### config.mk
export PLATFORM = sky130hd
export DESIGN_NAME = mips_boot_loader
export DESIGN_NICKNAME = d
export VERILOG_FILES = /design/src/rtl/mips_boot_loader.sv
export SDC_FILE = /design/constraint.sdc
export NUM_CORES = 1
export LEC_CHECK = 0
export ABC_AREA = 1
export BUFFER_PORTS_ARGS = -buffer_cell sky130_fd_sc_hd__buf_2
export CAP_MARGIN = 0
export CORE_MARGIN = 1
export CORE_UTILIZATION = 56
export DETAILED_ROUTE_END_ITERATION = 10
export PLACE_DENSITY = 0.83
export SLEW_MARGIN = 5
export SYNTH_ARGS = -nofsm -noshare
export SYNTH_HDL_FRONTEND = slang
export SYNTH_SLANG_ARGS = --single-unit
### constraint.sdc
create_clock -name clk -period 6 [get_ports clk]
set_input_delay 0.6 -clock clk [delete_from_list [all_inputs] [get_ports clk]]
set_output_delay 0.6 -clock clk [all_outputs]
set_load 0.02 [all_outputs]
### src/rtl/mips_boot_loader.sv
// mips_boot_loader: streams a program image into MIPS instruction memory over
// a byte valid/ready link and holds the core in reset until the image is in.
// Frame: LEN_HI, LEN_LO (N words), 4*N big-endian data bytes[, checksum].
// Optional feature macro: BOOT_CHECKSUM_EN adds the trailing XOR checksum byte.
// Handshake: a byte moves on a rising clk edge only when in_valid && in_ready;
// in_ready depends on state alone, so in_valid may come and go freely.
module mips_boot_loader #(
  parameter int ADDR_W = 6
) (
  input  logic              clk,
  input  logic              reset,
  input  logic              start,
  input  logic              in_valid,
  input  logic [7:0]        in_data,
  output logic              in_ready,
  output logic              imem_we,
  output logic [ADDR_W-1:0] imem_addr,
  output logic [31:0]       imem_wdata,
  output logic              cpu_hold,
  output logic              done,
  output logic              error,
  output logic [ADDR_W:0]   words_loaded
);

  localparam logic [16:0]     MAX_N  = 17'd1 << ADDR_W;
  localparam logic [ADDR_W:0] WL_ONE = (ADDR_W + 1)'(1);

`ifdef BOOT_CHECKSUM_EN
  typedef enum logic [2:0] {
    S_IDLE, S_LEN_HI, S_LEN_LO, S_DATA, S_CHECK, S_DONE, S_ERROR
  } state_t;
`else
  typedef enum logic [2:0] {
    S_IDLE, S_LEN_HI, S_LEN_LO, S_DATA, S_DONE, S_ERROR
  } state_t;
`endif

  state_t      state;
  logic [15:0] len;
  logic [23:0] word_sr;    // first three bytes of the word being assembled
  logic [1:0]  byte_idx;   // byte position inside the current word
  logic        xfer;
`ifdef BOOT_CHECKSUM_EN
  logic [7:0]  acc;        // XOR of data bytes only
`endif

  assign xfer = in_valid && in_ready;

  // Ready is a pure function of state: open in header, data and checksum phases.
  always_comb begin
    in_ready = 1'b0;
    case (state)
      S_LEN_HI, S_LEN_LO, S_DATA: in_ready = 1'b1;
`ifdef BOOT_CHECKSUM_EN
      S_CHECK:                    in_ready = 1'b1;
`endif
      default:                    in_ready = 1'b0;
    endcase
  end

  // Loader FSM with registered outputs; imem_we is a one-cycle strobe.
  always_ff @(posedge clk or posedge reset) begin
    if (reset) begin
      state        <= S_IDLE;
      len          <= '0;
      word_sr      <= '0;
      byte_idx     <= '0;
      imem_we      <= 1'b0;
      imem_addr    <= '0;
      imem_wdata   <= '0;
      cpu_hold     <= 1'b1;
      done         <= 1'b0;
      error        <= 1'b0;
      words_loaded <= '0;
`ifdef BOOT_CHECKSUM_EN
      acc          <= '0;
`endif
    end else begin
      imem_we <= 1'b0;
      case (state)
        S_IDLE, S_DONE, S_ERROR: begin
          if (start) begin
            state        <= S_LEN_HI;
            words_loaded <= '0;
            byte_idx     <= '0;
            done         <= 1'b0;
            error        <= 1'b0;
            cpu_hold     <= 1'b1;
`ifdef BOOT_CHECKSUM_EN
            acc          <= '0;
`endif
          end
        end
        S_LEN_HI: begin
          if (xfer) begin
            len[15:8] <= in_data;
            state     <= S_LEN_LO;
          end
        end
        S_LEN_LO: begin
          if (xfer) begin
            len[7:0] <= in_data;
            if ({1'b0, len[15:8], in_data} > MAX_N) begin
              state <= S_ERROR;
              error <= 1'b1;
            end else if ({len[15:8], in_data} == 16'd0) begin
`ifdef BOOT_CHECKSUM_EN
              state    <= S_CHECK;
`else
              state    <= S_DONE;
              done     <= 1'b1;
              cpu_hold <= 1'b0;
`endif
            end else begin
              state <= S_DATA;
            end
          end
        end
        S_DATA: begin
          if (xfer) begin
            word_sr  <= {word_sr[15:0], in_data};
            byte_idx <= byte_idx + 2'd1;
`ifdef BOOT_CHECKSUM_EN
            acc      <= acc ^ in_data;
`endif
            if (byte_idx == 2'd3) begin
              imem_we      <= 1'b1;
              imem_addr    <= words_loaded[ADDR_W-1:0];
              imem_wdata   <= {word_sr, in_data};
              words_loaded <= words_loaded + WL_ONE;
              if (16'(words_loaded) + 16'd1 == len) begin
`ifdef BOOT_CHECKSUM_EN
                state    <= S_CHECK;
`else
                state    <= S_DONE;
                done     <= 1'b1;
                cpu_hold <= 1'b0;
`endif
              end
            end
          end
        end
`ifdef BOOT_CHECKSUM_EN
        S_CHECK: begin
          if (xfer) begin
            if (in_data == acc) begin
              state    <= S_DONE;
              done     <= 1'b1;
              cpu_hold <= 1'b0;
            end else begin
              state <= S_ERROR;
              error <= 1'b1;
            end
          end
        end
`endif
        default: state <= S_IDLE;
      endcase
    end
  end

endmodule

==> results.md <==
* Worst Path Arrival at 2.60 ns
* Leakage at approximately 2.4 nW
* Seq pwr share at 50.3%
* Total Routed Length at 7900 µm
* Clock power share at between 20% and 30%
* Ant diodes at 0
* Sw power at between 0.6 and 0.7 mW
* All-Layer GR Usage at a little under a quarter
* Routed Antenna Nets at 0
* DR vias at between 3k and 4k
* Met1 usage in global routing at approximately 34%
* CTS Hold Bufs at 0
* Critical path, cell by cell: nor2_4, nand2_4, nor2_8, inv_4, nor2_8, inv_2, nor2_1, o21bai_1
* Placement Setup Slack at 3.39 ns
* Vias per Instance at 5.13
* DRT Pass-1 Iters at 4
* RSZ-0062 raised after global routing: false
* Syn avg cell area at about 9 µm²
* Max-Cap Viols at 0
* Hold path depth at 3
* Area added between synthesis and finish at 13.6%
* Post-CTS Resized at 0
* Crit Path Max Fanout at 74
* Clock latency on the worst-skew pair at between 0.3 and 0.4 ns
* Final hold violations at 0
* Seq cells post-synth at 94
* Layout Skew at 0.00836 ns
* IO buf count at 61
* Post-route DRC at 0
* Die H at roughly 86 µm
* Internal power at 1.15 mW
* Maximum vdd drop at between 0.15 and 0.2 mV
* Least-Margin Pin Slew at 1.14 ns
* Starting Density at 58.4%
* Nets@finish at 529
* Comb power frac at 25.7%
* GR peak layer: met2
* Synth cell types at 27
* Finish-stage setup viols at 0
* CP Capture Type: flip-flop
* CTS buffer count at 9
* R2R depth at 8
* Root Driver: clkbuf_8
* Met2 usage at between 30% and 40%
* Syn Std Cell Area at 0.00399 mm²
* Critical Path Slowest Stage Cell: dfrtp_1
* # rows at 30
* Status: completed
* Post-Syn Instances at 456
* Post-synthesis sequential area ratio at about three fifths
* Startpoint types: flip-flop
* Core footprint at approximately 0.0068 mm²
* Non-Filler Cell Area, Final at 0.00453 mm²
* TNS Setup at 0 ns
* Die Width at 86.4 µm
* Crit-path max cell delay at 0.44 ns
* Post-CTS Setup Repair Bufs at 0
* Most common cell type on the critical path: nor2_8
* Initial DRC count at 169
* Maximum clock path buffer count at 2
* GP Congestion at 0.857
* Layout cells sized above 1 at 17.1%
* Power Total at 1.78 mW
* Util after Layout at 66.3%
* CP Class: flip-flop to flip-flop
* Ranking of synthesized cells by area: dfrtp_1 (58%), nand2_1 (14%), o21ai_0 (5.4%)
* Worst EP required at 6.29 ns
* Placed instance area at 0.00433 mm²
* Mapped Nets at 470
* Met3 Use GR at between 3 and 4%
* Syn. warnings at 0
* Share of the synthesized area in the top cell type at 58.4%
* Tmin final at 2.31 ns
* CTS tree: built
* Die area at about 0.0075 mm²
* CTS H-Tree Depth at 3
* FMAX at approximately 0.43 GHz
* Initial antenna violation count at 0
* CTS Sinks at between 90 and 100
* Yosys top cell by area: dfrtp_1
* Slew HR at 24.1%
* Final worst slack at roughly 3.7 ns
* Power density over the cells at 392 mW/mm²
* Final slew viol count at 0
* DP HPWL at 5340 µm
* Congestion Overflow GR at 0
* Per-cell routed wire length at 12.8 µm
* Register clock-pin slew on the reported worst setup and hold paths at 0.09 ns
* Hold crit path type: input pin to flip-flop
* First-pass GRT wire length at 13500 µm
* Switch share at 35.3%
* Largest net degree at the start of global routing at 95
* Vias in the first global route at ~2.9k
* I/O pin cnt at 62
* Fin crit share at 38.5%
[metrics by stage]
step | instances | hold slack, ns
finish | 616 | 0.463
global route | 616 | 0.470
floorplan | 456 | 0.449
detailed placement | 600 | 0.457
CTS | 616 | 0.456
global placement | 600 | 0.448
[cell families after synthesis]
kind of cell / Yosys count / synth area share, %
AND/OR/NAND/NOR: 208 / 21.9
flip-flops: 94 / 59.0
AO/OA/AOI/OAI: 86 / 11.2
buffers and inverters: 66 / 7.28
adder cells (fa/ha/maj): 2 / 0.627
[synthesized netlist by cell type]
| master | instances |
|---|---|
| nand2_1 | 153 |
| dfrtp_1 | 93 |
| inv_1 | 48 |
| o21ai_0 | 43 |
| o21ai_1 | 31 |
| nor2_1 | 26 |
| nand3_1 | 16 |
| o22ai_1 | 7 |
| clkbuf_1 | 6 |
| buf_6 | 5 |
| nand4_1 | 4 |
| inv_2 | 3 |
| a21oi_1 | 2 |
| buf_2 | 2 |
| ha_1 | 2 |
| nand3b_1 | 2 |
| nor2_8 | 2 |
| o21a_1 | 2 |
| and2_1 | 1 |
| buf_1 | 1 |
| dfstp_2 | 1 |
| inv_4 | 1 |
| nand2_2 | 1 |
| nand2_4 | 1 |
| nor2_4 | 1 |
| nor3_1 | 1 |
| o21bai_1 | 1 |
[placed cells by master (no fill, tap or decap), types with 3 or more instances in the layout]
cell type and count:
nand2_1 153, dfrtp_1 93, buf_2 61, inv_1 47, o21ai_0 43, o21ai_1 31
nor2_1 26, nand3_1 16, clkbuf_8 9, o22ai_1 7, nand4_1 4, inv_2 3
[per-layer routing]
layer	share of wire, %	up-vias
li1	-	1567
met1	48	1511
met2	47	71
met3	3.6	10
met4	1.5	0
met5	0	-
[registers in the layout, summed over array words and instances (netlist names)]
| signal | flops |
|---|---|
| imem_wdata | 32 |
| word_sr | 24 |
| len | 16 |
| words_loaded | 7 |
| imem_addr | 6 |
| state | 3 |
| byte_idx | 2 |
| cpu_hold | 1 |
| done | 1 |
| error | 1 |
| imem_we | 1 |
[path summary, 6_finish.rpt]
check | startpoint | end | slack (ns)
max | state[2] | words_loaded[0] | 3.69
min | in_data[0] | word_sr[0] | 0.46
max reg2reg | state[2] | words_loaded[0] | 3.69
min reg2reg | cpu_hold | cpu_hold | 0.47
max in group asynchronous | reset | state[1] | 4.68
min in group asynchronous | reset | imem_wdata[29] | 0.58
[power by group through the flow]
stage               combinational [mW]  clock (mW)  sequential, mW
floorplan                        0.322           0           0.905
global placement                 0.437           0           0.894
detailed placement               0.452           0           0.901
CTS                              0.459       0.435           0.891
global route                     0.528       0.461           0.911
finish                           0.456       0.427           0.892
[worst max-delay path: cells and delay by family, from the launching register on]
kind            cells  cell delay, ns
flops               1            0.44
buf+inv             2            0.59
simple gates        5            1.05
compound gates      1            0.13
[cell type report]
class                      instances  area, µm²
clock buffer                       9        124
fill                             566       2300
clock inverter                     7       78.8
sequential                        94       2350
inverter                          52        199
tap                               96        120
multi-input combinational        296       1340
timing repair buffer              62        313
Power figures use the tool's default switching activity.
